**config.mk**
```make
export PLATFORM = sky130hd
export DESIGN_NAME = bitwise_pipe
export DESIGN_NICKNAME = d
export VERILOG_FILES = /design/src/rtl/bitwise_pkg.sv /design/src/rtl/pipe_slice.sv /design/src/rtl/bitwise_pipe.sv
export SDC_FILE = /design/constraint.sdc
export NUM_CORES = 1
export LEC_CHECK = 0
export CORE_UTILIZATION = 50
export CTS_CLUSTER_DIAMETER = 100
export DETAILED_ROUTE_END_ITERATION = 10
export PLACE_DENSITY = 0.77
export SLEW_MARGIN = 15
export SYNTH_ARGS = -nofsm -noshare
export SYNTH_HDL_FRONTEND = slang
export SYNTH_SLANG_ARGS = --single-unit
```
**constraint.sdc**
```tcl
create_clock -name clk -period 2.8 [get_ports clk]
set_clock_uncertainty 0.05 [all_clocks]
set_input_delay 0.56 -clock clk [delete_from_list [all_inputs] [get_ports clk]]
set_output_delay 0.56 -clock clk [all_outputs]
set_load 0.005 [all_outputs]
```
**src/rtl/bitwise_pkg.sv**
```systemverilog
// Shared definitions for the pipelined bitwise logic unit.
// Operation encoding used by the compute stage and by any block that issues ops.
package bitwise_pkg;

   localparam int OP_W = 3;

   typedef enum logic [OP_W-1:0] {
      OP_NOT  = 3'b000,
      OP_AND  = 3'b001,
      OP_OR   = 3'b010,
      OP_XOR  = 3'b011,
      OP_NAND = 3'b100,
      OP_NOR  = 3'b101,
      OP_XNOR = 3'b110,
      OP_PASS = 3'b111
   } op_e;

endpackage

```
**src/rtl/pipe_slice.sv**
```systemverilog
// One elastic register slice: a single-entry buffer with valid/ready handshake.
// Loads whenever it is empty or its downstream consumer takes the current entry.
module pipe_slice #(
   parameter int W = 18
) (
   input  logic         clk,
   input  logic         rst,
   input  logic         up_valid,
   output logic         up_ready,
   input  logic [W-1:0] up_data,
   output logic         dn_valid,
   input  logic         dn_ready,
   output logic [W-1:0] dn_data
);

   logic         valid_q;
   logic [W-1:0] data_q;

   assign up_ready = !valid_q || dn_ready;

   // Payload only moves on a real upstream transfer, so idle inputs never leak in.
   always_ff @(posedge clk) begin
      if (rst) begin
         valid_q <= 1'b0;
         data_q  <= '0;
      end else if (up_ready) begin
         valid_q <= up_valid;
         if (up_valid) begin
            data_q <= up_data;
         end
      end
   end

   assign dn_valid = valid_q;
   assign dn_data  = data_q;

endmodule

```
**src/rtl/bitwise_pipe.sv**
```systemverilog
// Pipelined bitwise logic unit: op decode and flags up front, then a chain of
// STAGES elastic slices carrying {result, zero, neg} to the consumer.
module bitwise_pipe
   import bitwise_pkg::*;
#(
   parameter int WIDTH  = 16,
   parameter int STAGES = 2
) (
   input  logic             clk,
   input  logic             rst,
   input  logic             in_valid,
   output logic             in_ready,
   input  logic [OP_W-1:0]  op,
   input  logic [WIDTH-1:0] a,
   input  logic [WIDTH-1:0] b,
   output logic             out_valid,
   input  logic             out_ready,
   output logic [WIDTH-1:0] out,
   output logic             out_zero,
   output logic             out_neg
);

   localparam int PW = WIDTH + 2;

   logic [WIDTH-1:0] res;
   logic [PW-1:0]    payload;

   always_comb begin
      res = a;
      case (op)
         OP_NOT:  res = ~a;
         OP_AND:  res = a & b;
         OP_OR:   res = a | b;
         OP_XOR:  res = a ^ b;
         OP_NAND: res = ~(a & b);
         OP_NOR:  res = ~(a | b);
         OP_XNOR: res = ~(a ^ b);
         OP_PASS: res = a;
      endcase
   end

   assign payload = {res, (res == '0), res[WIDTH-1]};

   // Each slice keeps its own handshake wires so the ready chain stays acyclic per signal.
   for (genvar k = 0; k < STAGES; k++) begin : g_slice
      logic          up_valid;
      logic          up_ready;
      logic          dn_valid;
      logic          dn_ready;
      logic [PW-1:0] up_data;
      logic [PW-1:0] dn_data;

      if (k == 0) begin : g_head
         assign up_valid = in_valid;
         assign up_data  = payload;
      end else begin : g_link
         assign up_valid = g_slice[k-1].dn_valid;
         assign up_data  = g_slice[k-1].dn_data;
      end

      if (k == STAGES - 1) begin : g_tail
         assign dn_ready = out_ready;
      end else begin : g_next
         assign dn_ready = g_slice[k+1].up_ready;
      end

      pipe_slice #(.W(PW)) u_slice (
         .clk      (clk),
         .rst      (rst),
         .up_valid (up_valid),
         .up_ready (up_ready),
         .up_data  (up_data),
         .dn_valid (dn_valid),
         .dn_ready (dn_ready),
         .dn_data  (dn_data)
      );
   end

   assign in_ready                 = g_slice[0].up_ready;
   assign out_valid                = g_slice[STAGES-1].dn_valid;
   assign {out, out_zero, out_neg} = g_slice[STAGES-1].dn_data;

endmodule

```
==> results of run 1 <==
[worst min-delay path by stage]
stage / from / to / slack (ns) / cells after the start
after detailed placement: g_slice[0].u_slice.dn_data[13] / g_slice[1].u_slice.dn_data[13] / 0.40 / 2
after global routing: g_slice[0].u_slice.dn_data[4] / g_slice[1].u_slice.dn_data[4] / 0.42 / 2
after floorplan: g_slice[0].u_slice.dn_data[1] / g_slice[1].u_slice.dn_data[1] / 0.38 / 2
after global placement: g_slice[1].u_slice.dn_data[4] / g_slice[1].u_slice.dn_data[4] / 0.39 / 2
after CTS: g_slice[1].u_slice.dn_data[6] / g_slice[1].u_slice.dn_data[6] / 0.41 / 2
final: g_slice[1].u_slice.dn_data[10] / g_slice[1].u_slice.dn_data[10] / 0.41 / 2
[power by group]
| group | switching [mW] | internal [mW] |
|---|---|---|
| Combinational | 0.225 | 0.226 |
| Clock | 0.199 | 0.176 |
| Sequential | 0.0145 | 0.540 |
| Total | 0.438 | 0.941 |
[cells in the final DEF (no fill, tap or decap), drive strengths merged, types with 10 or more instances in the layout]
| cell | n |
|---|---|
| a211oi | 10 |
| a21oi | 52 |
| buf | 35 |
| clkdlybuf4s50 | 57 |
| dfxtp | 36 |
| ha | 32 |
| inv | 40 |
| nand2 | 70 |
| nor2 | 42 |
| o21ai | 18 |
[tightest hold or removal path: stages, from the launching register on]
cell	delay (ns)
dfxtp_1	0.31
nand2_1	0.05
a21oi_1	0.05
[per-stage QoR]
step / instances / hold WS, ns / total power [mW] / area [sq um]
global placement: 552 / 0.391 / 0.999 / 3750
CTS: 560 / 0.409 / 1.38 / 3850
finish: 560 / 0.407 / 1.38 / 3850
detailed placement: 552 / 0.398 / 1.01 / 3750
floorplan: 415 / 0.382 / 0.845 / 3050
global route: 560 / 0.425 / 1.46 / 3850
[cell type report]
| type | count | area (sq um) |
|---|---|---|
| multi-input cells | 308 | 1950 |
| repair buffers | 92 | 831 |
| flip-flops and latches | 36 | 721 |
| inverters | 41 | 154 |
| fillers | 530 | 2040 |
| clock buffers | 5 | 68.8 |
| well taps | 75 | 93.8 |
| clock inverters | 3 | 23.8 |
[state kept, by name, summed over array words and instances (netlist names)]
name,flops
g_slice.u_slice.dn_valid,2
g_slice.u_slice.dn_data,34
[cells by family (layout without fill, tap and decap cells)]
kind of cell | Yosys count | after routing
AO/OA/AOI/OAI | 124 | 124
AND/OR/NAND/NOR | 139 | 139
multiplexers | 13 | 13
buffers and inverters | 71 | 141
adder cells (fa/ha/maj) | 32 | 32
flip-flops | 36 | 36
[routing by layer]
| layer | part of all wire | vias to the layer above | track usage |
|---|---|---|---|
| met5 | 0 | - | 0 |
| met2 | 0.49 | 75 | 0.410 |
| met3 | 0.038 | 9 | 0.0261 |
| met4 | 0.014 | 0 | 0.0804 |
| met1 | 0.45 | 1389 | 0.275 |
| li1 | - | 1575 | - |
==> reports/qor.csv, run 1 <==
metric;value;unit
outcome;finished clean;
Critical R2R Capture;g_slice[1].u_slice.dn_data[9];
pre-CTS WS;-0.205;ns
TNS Setup;0;ns
WP depth;9;
root buf cell;clkbuf_8;
Initial Util;0.518;
largest net degree at the start of global routing;37;
most frequent cell after synthesis;nand2_1;
Worst-path clk slew;0.08;ns
Final GP Congestion;0.852;
cell count after synthesis;415;
total global-route track usage;0.227;
Post-Route WL;6920;um
H-tree depth;2;
DRT iter0 DRCs;95;
CTS max path bufs;2;
antenna cell count;0;
leading area contributor after synthesis;dfxtp_1;
CP Data Arrival Time;2.78;ns
grt total ovfl;0;
DR vias/cell;5.44;
Top Ports;59;
post-cts resize count;0;
largest cells by area after synthesis;dfxtp_1, ha_1, nand2_1, a21oi_1, nor2_1;
delay-heaviest family, CP;simple AND/OR/NAND/NOR gates;
# hold bufs at CTS;0;
synthesized area;3050;sq um
largest family of logic cells by synthesized area;compound AO/OA/AOI/OAI gates;
Num CTS Buffers;5;
Critical Path Slowest Stage Cell;clkdlybuf4s50_1;
Setup CP Type;in -> reg;
worst-case reg-to-reg path depth;4;
post-layout util;0.653;
initial antenna violation count;0;
ANT nets after route;0;
post-synth top area share;0.236;
Max Cap Viol;0;
Via Count;3048;
Final min period;2.63;ns
period utilisation layout;0.938;
FF-to-FF setup slack;1.08;ns
FF-to-FF Start;g_slice[1].u_slice.dn_valid;
Final Max Slew Viols;0;
CTS tree;yes;
drt wl/cell;12.4;um
Sink Count;36;
EDFF count, synth;0;
sequential share of the synthesized area;0.236;
Power per Cell Area;359;nW/um^2
Slew Limit Headroom;0.316;
clk_lat worst skew;0.29;ns
vias in the first global route;2763;
layout cell share with drive strength beyond 1;0.109;
FF+latch count, synth;36;
postcts setup bufs;0;
CP max stage delay;0.47;ns
CP cell instances;clkdlybuf4s50_1 > inv_1 > ha_1 > or3_1 > o2111ai_1 > nand2_1 > or3_1 > or3_1 > o31ai_1;
Commonest cells post-synth;nand2_1, a21oi_1, nor2_1, inv_1, dfxtp_1;
type of origin of the critical path;primary input;
Compound-Gate Fraction of Synth Area;0.256;
CP endpoint kind;register;
Post-Syn Nets;486;
Post-synth ARST share;0;
Max IR drop VDD;0.000382;V
Worst Path Required;2.96;ns
final hold vios;0;
Die Ht;80.1;um
HP Class;reg -> reg;
Synth cell types;50;
Syn-to-layout area delta;26.1;%
Layout Nets;555;
post-synthesis mux area share;0.0599;
Final WS setup;0.172;ns
first-pass GRT wire length;11700;um
syn_area_per_cell;7.35;sq um
RSZ-0062 raised after global routing;false;
Site Rows;28;
DIE AREA;6420;sq um
die width;80.1;um
final setup vio count;0;
Lkg Pwr;1.63;nW
Crit path top cell by count;or3_1;
Adder-Cell Fraction of Synth Area;0.131;
DP Wirelength;5400;um
worst-margin pin slew;1.02;ns
iteration count of the initial detailed-routing pass;4;
drt drc;0;
XOR/XNOR share of the synthesized area;0;
dominant synthesized flop cell;dfxtp_1;
PortBufs;58;
CP Capture Point;g_slice[0].u_slice.dn_data[1];
Ys Warns;0;
Worst Setup SP;a[10];
f_max;0.381;GHz
Crit Path Max Fanout;2;
Post-Synth Simple-Gate Area;0.194;
Crit path buffers/inverters;2;
core area;5890;sq um
Power figures use the tool's default switching activity.
==> run 2, diff against run 1 <==
--- a/config.mk
+++ b/config.mk
@@ -5,6 +5,7 @@
 export SDC_FILE = /design/constraint.sdc
 export NUM_CORES = 1
 export LEC_CHECK = 0
+export CORE_MARGIN = 3
 export CORE_UTILIZATION = 50
 export CTS_CLUSTER_DIAMETER = 100
 export DETAILED_ROUTE_END_ITERATION = 10
==> run 2 against run 1 <==
  * Core utilization rose by 1.8 points
  * Highest routed layer unchanged
  * Sequential cell count unchanged
  * Critical path type unchanged
  * Wire length grew 1.4%
  * Combinational power shrank 2%
  * Sequential power about the same
  * Non-clock buffer count fell by 6
==> reports/qor.csv, run 2 (synthesized netlist as in run 1, its figures left out) <==
metric;value;unit
outcome;finished clean;
commonest non-fill, non-tap cell in the layout;nand2_1;
final setup vio count;0;
die width;84.1;um
drt wl/cell;12.7;um
Lkg Pwr;1.63;nW
grt met2 use;0.354;
initial antenna violation count;0;
drt drc;0;
Power per Cell Area;377;nW/um^2
Num CTS Buffers;5;
PortBufs;58;
HP Class;reg -> reg;
worst hold margin;0.398;ns
total global-route track usage;0.192;
CP max stage delay;0.49;ns
GR Util met1;0.228;
Max IR drop VDD;0.000377;V
Critical Path Slowest Stage Cell;clkdlybuf4s50_1;
Final min period;2.66;ns
Via Count;3032;
internal power;1.02;mW
RSZ-0062 raised after global routing;false;
Max Cap Viol;0;
worst-margin pin slew;0.968;ns
Final GP Congestion;0.814;
type of origin of the critical path;primary input;
CTS max path bufs;2;
switching share of total power;0.292;
ANT nets after route;0;
# hold bufs at CTS;0;
Reg power frac;0.384;
pre-CTS WS;-0.225;ns
Final WS setup;0.141;ns
layout cell share with drive strength beyond 1;0.0981;
clk_lat worst skew;0.29;ns
f_max;0.376;GHz
Slew Limit Headroom;0.353;
max reg flops;34;
part of the power in the clock network;0.309;
logic gate share of total power;0.307;
final hold vios;0;
Crit Path Max Fanout;2;
commonest cells after routing, fill and taps aside;nand2_1, clkdlybuf4s50_1, a21oi_1;
post-cts resize count;0;
Top Usage Layer GRT;met2;
Final Non-Filler Cells;551;
antenna cell count;0;
Post-Route WL;7020;um
CP endpoint kind;register;
grt total ovfl;0;
Fillers;513;
Syn-to-layout area delta;25.6;%
vias in the first global route;2675;
core area;5710;sq um
Setup CP Type;in -> reg;
Initial Util;0.534;
Final Max Slew Viols;0;
DIE AREA;7070;sq um
Sink Count;36;
CP Data Arrival Time;2.81;ns
CP cell instances;clkdlybuf4s50_1 > inv_1 > ha_1 > or3_1 > o2111ai_1 > nand2_1 > or3_1 > or3_1 > o31ai_1;
largest net degree at the start of global routing;37;
postcts setup bufs;0;
iteration count of the initial detailed-routing pass;4;
placed cell count;543;
H-tree depth;2;
TNS Setup;0;ns
CTS tree;yes;
Worst-path clk slew;0.07;ns
period utilisation layout;0.950;
Site Rows;27;
Worst Path Required;2.95;ns
root buf cell;clkbuf_8;
DRT iter0 DRCs;144;
first-pass GRT wire length;11500;um
DP Wirelength;5520;um
Switching Power;422;uW
total power;1.45;mW
Die Ht;84.1;um
Crit path top cell by count;or3_1;
met3 Use GR;0.0247;
Top Ports;59;
DR vias/cell;5.50;
Layout Nets;549;
==> run 2: per-stage QoR <==
| stage | util | cell area [sq um] |
|---|---|---|
| after floorplan | - | 3050 |
| after global placement | 0.651 | 3720 |
| after detailed placement | 0.651 | 3720 |
| after CTS | 0.671 | 3830 |
| after global routing | 0.671 | 3830 |
| final | 0.671 | 3830 |
==> run 2: metal layers <==
metal,part of all wire,routed length (um)
met5,0,0
met4,0.0090,63
met3,0.036,254
met2,0.50,3480
met1,0.46,3220
==> run 2: layout make-up <==
| cell class | instances | area (sq um) | share of cell area |
|---|---|---|---|
| clock buffer | 5 | 68.8 | 0.0180 |
| sequential | 36 | 721 | 0.188 |
| inverter | 41 | 154 | 0.0402 |
| clock inverter | 3 | 42.5 | 0.0111 |
| tap | 72 | 90.1 | 0.0235 |
| timing repair buffer | 86 | 801 | 0.209 |
| multi-input combinational | 308 | 1950 | 0.510 |
==> run 2: worst max-delay path: cells and delay by family <==
kind / cells / cell delay, ns
fa+ha+maj: 1 / 0.28
simple gates: 4 / 1.10
buf+inv: 2 / 0.55
compound gates: 2 / 0.31
==> run 2: power groups by stage <==
stage | clock network [mW] | logic (mW) | registers, mW
after floorplan | 0 | 0.282 | 0.564
after global placement | 0 | 0.425 | 0.566
after detailed placement | 0 | 0.440 | 0.567
after CTS | 0.453 | 0.443 | 0.555
after global routing | 0.471 | 0.495 | 0.557
final | 0.446 | 0.444 | 0.555
==> run 2: path summary, 6_finish.rpt <==
kind,startpoint,end,slack [ns],cells after the start
setup / recovery,b[10],g_slice[0].u_slice.dn_data[1],0.14,9
hold / removal,g_slice[0].u_slice.dn_data[2],g_slice[1].u_slice.dn_data[2],0.40,2
setup reg to reg,g_slice[1].u_slice.dn_valid,g_slice[1].u_slice.dn_data[11],1.13,4
hold reg to reg,g_slice[0].u_slice.dn_data[2],g_slice[1].u_slice.dn_data[2],0.40,2
==> run 3, diff against run 2 <==
--- a/config.mk
+++ b/config.mk
@@ -6,10 +6,10 @@
 export NUM_CORES = 1
 export LEC_CHECK = 0
 export CORE_MARGIN = 3
-export CORE_UTILIZATION = 50
+export CORE_UTILIZATION = 53
 export CTS_CLUSTER_DIAMETER = 100
 export DETAILED_ROUTE_END_ITERATION = 10
-export PLACE_DENSITY = 0.77
+export PLACE_DENSITY = 0.81
 export SLEW_MARGIN = 15
 export SYNTH_ARGS = -nofsm -noshare
 export SYNTH_HDL_FRONTEND = slang
==> constraint.sdc (replaced) <==
create_clock -name clk -period 2.8 [get_ports clk]
set_clock_uncertainty 0.05 [all_clocks]
set_input_delay 0.28 -clock clk [delete_from_list [all_inputs] [get_ports clk]]
set_output_delay 0.28 -clock clk [all_outputs]
set_load 0.005 [all_outputs]
==> run 3 against run 2 <==
  * Count of clock-buffer cells in the layout did not move
  * Maximum frequency up 8.1%
  * Register-to-register slack worse by 0.11 ns
  * Wire length is 0.16% higher
==> reports/qor.csv, run 3 (synthesized netlist as in run 1, its figures left out) <==
metric;value;unit
DIE AREA;6700;sq um
worst-case reg-to-reg path depth;4;
type of origin of the critical path;primary input;
Sink Count;36;
iteration count of the initial detailed-routing pass;5;
Slew Limit Headroom;0.280;
FF-to-FF setup slack;1.02;ns
Critical R2R Capture;g_slice[1].u_slice.dn_data[0];
Hold EP;g_slice[1].u_slice.dn_data[8];
CP cell instances;clkdlybuf4s50_1 > inv_1 > ha_1 > or3_1 > o2111ai_1 > o21ai_0 > or3_1 > or3_1 > o31ai_1;
PortBufs;58;
ANT nets after route;0;
vias in the first global route;2750;
Num CTS Buffers;5;
largest net degree at the start of global routing;60;
Lkg Pwr;1.55;nW
Site Rows;26;
period utilisation layout;0.879;
final hold vios;0;
initial antenna violation count;0;
CP endpoint kind;register;
CTS max path bufs;2;
root buf cell;clkbuf_8;
Setup CP Type;in -> reg;
Post-Route WL;7030;um
f_max;0.406;GHz
Crit Path Max Fanout;2;
DRT iter0 DRCs;206;
part of the power in the clock network;0.314;
WHS Path Cells;2;
total global-route track usage;0.223;
Max Cap Viol;0;
grt total ovfl;0;
CP max stage delay;0.49;ns
hold path start;g_slice[1].u_slice.dn_data[8];
layout cell share with drive strength beyond 1;0.0710;
post-cts resize count;0;
Max IR drop VDD;0.000343;V
Top Ports;59;
Layout Nets;535;
die width;81.9;um
logic gate share of total power;0.298;
internal power;1.01;mW
FF-to-FF Start;g_slice[1].u_slice.dn_valid;
switching share of total power;0.295;
antenna cell count;0;
outcome;finished clean;
RSZ-0062 raised after global routing;false;
CP Data Arrival Time;2.62;ns
Power per Cell Area;383;nW/um^2
Crit path top cell by count;or3_1;
Final GP Congestion;0.750;
first-pass GRT wire length;12000;um
worst-margin pin slew;1.08;ns
post-layout util;0.700;
pre-CTS WS;0.0430;ns
final setup vio count;0;
Die Ht;81.9;um
Initial Util;0.572;
Final WS setup;0.339;ns
Reg power frac;0.388;
HP Class;reg -> reg;
Syn-to-layout area delta;22.4;%
delay-heaviest family, CP;simple AND/OR/NAND/NOR gates;
Worst Path Required;2.96;ns
total power;1.43;mW
clk_lat worst skew;0.29;ns
postcts setup bufs;0;
CTS tree;yes;
DP Wirelength;5400;um
DR vias/cell;5.67;
drt drc;0;
TNS Setup;0;ns
Worst-path clk slew;0.07;ns
commonest cells after routing, fill and taps aside;nand2_1, clkdlybuf4s50_1, a21oi_1;
Critical Path Slowest Stage Cell;clkdlybuf4s50_1;
core area;5340;sq um
Final Max Slew Viols;0;
Switching Power;422;uW
Final min period;2.46;ns
drt wl/cell;13.1;um
H-tree depth;2;
# hold bufs at CTS;0;
commonest non-fill, non-tap cell in the layout;nand2_1;
Crit path buffers/inverters;2;
max reg flops;34;
Via Count;3032;
-- run 3: cell types whose count changed in the layout (fill, tap and decap cells not counted), sizes merged --
cell           change
clkdlybuf4s50      +1
dlymetal6s2s       -1
buf               -14
-- run 3: stage by stage --
step / hold slack, ns / std cells / area [sq um]
after global placement: 0.392 / 527 / 3620
after global routing: 0.419 / 535 / 3730
final: 0.404 / 535 / 3730
after floorplan: 0.347 / 415 / 3050
after detailed placement: 0.395 / 527 / 3620
after CTS: 0.405 / 535 / 3730
-- run 3: tightest hold or removal path: cells and delay by family (launching register included) --
kind	cells	cell delay, ns
AND/OR/NAND/NOR	1	0.05
flip-flops	1	0.31
AO/OA/AOI/OAI	1	0.05
-- run 3: how the worst max path moves through the flow --
stage	start	to	slack, ns	depth (start not counted)
after CTS	b[13]	g_slice[0].u_slice.dn_data[1]	0.33	9
after global placement	a[13]	g_slice[0].u_slice.dn_data[1]	0.09	9
final	b[13]	g_slice[0].u_slice.dn_data[1]	0.34	9
after global routing	a[5]	g_slice[0].u_slice.dn_data[1]	0.17	10
after detailed placement	b[13]	g_slice[0].u_slice.dn_data[1]	0.04	9
after floorplan	a[13]	g_slice[0].u_slice.dn_data[1]	0.64	8
-- run 3: routing by layer --
| metal | vias up | GRT usage | routed length [um] |
|---|---|---|---|
| met1 | 1363 | 0.274 | 3010 |
| met3 | 18 | 0.0318 | 449 |
| li1 | 1535 | - | - |
| met2 | 116 | 0.395 | 3430 |
| met5 | - | 0 | 0 |
| met4 | 0 | 0.0781 | 133 |
-- run 3: final cells by class --
class,count,area [sq um]
clock inverter,3,42.5
tap,70,87.6
fill,439,1600
timing repair buffer,72,706
multi-input combinational,308,1950
sequential,36,721
clock buffer,5,68.8
inverter,41,154
-- run 3: power by group through the flow --
stage	Clock, mW	Combinational (mW)	Sequential, mW
final	0.448	0.425	0.555
after global routing	0.473	0.478	0.558
after CTS	0.454	0.424	0.555
after detailed placement	0	0.422	0.566
after global placement	0	0.406	0.565
after floorplan	0	0.282	0.564
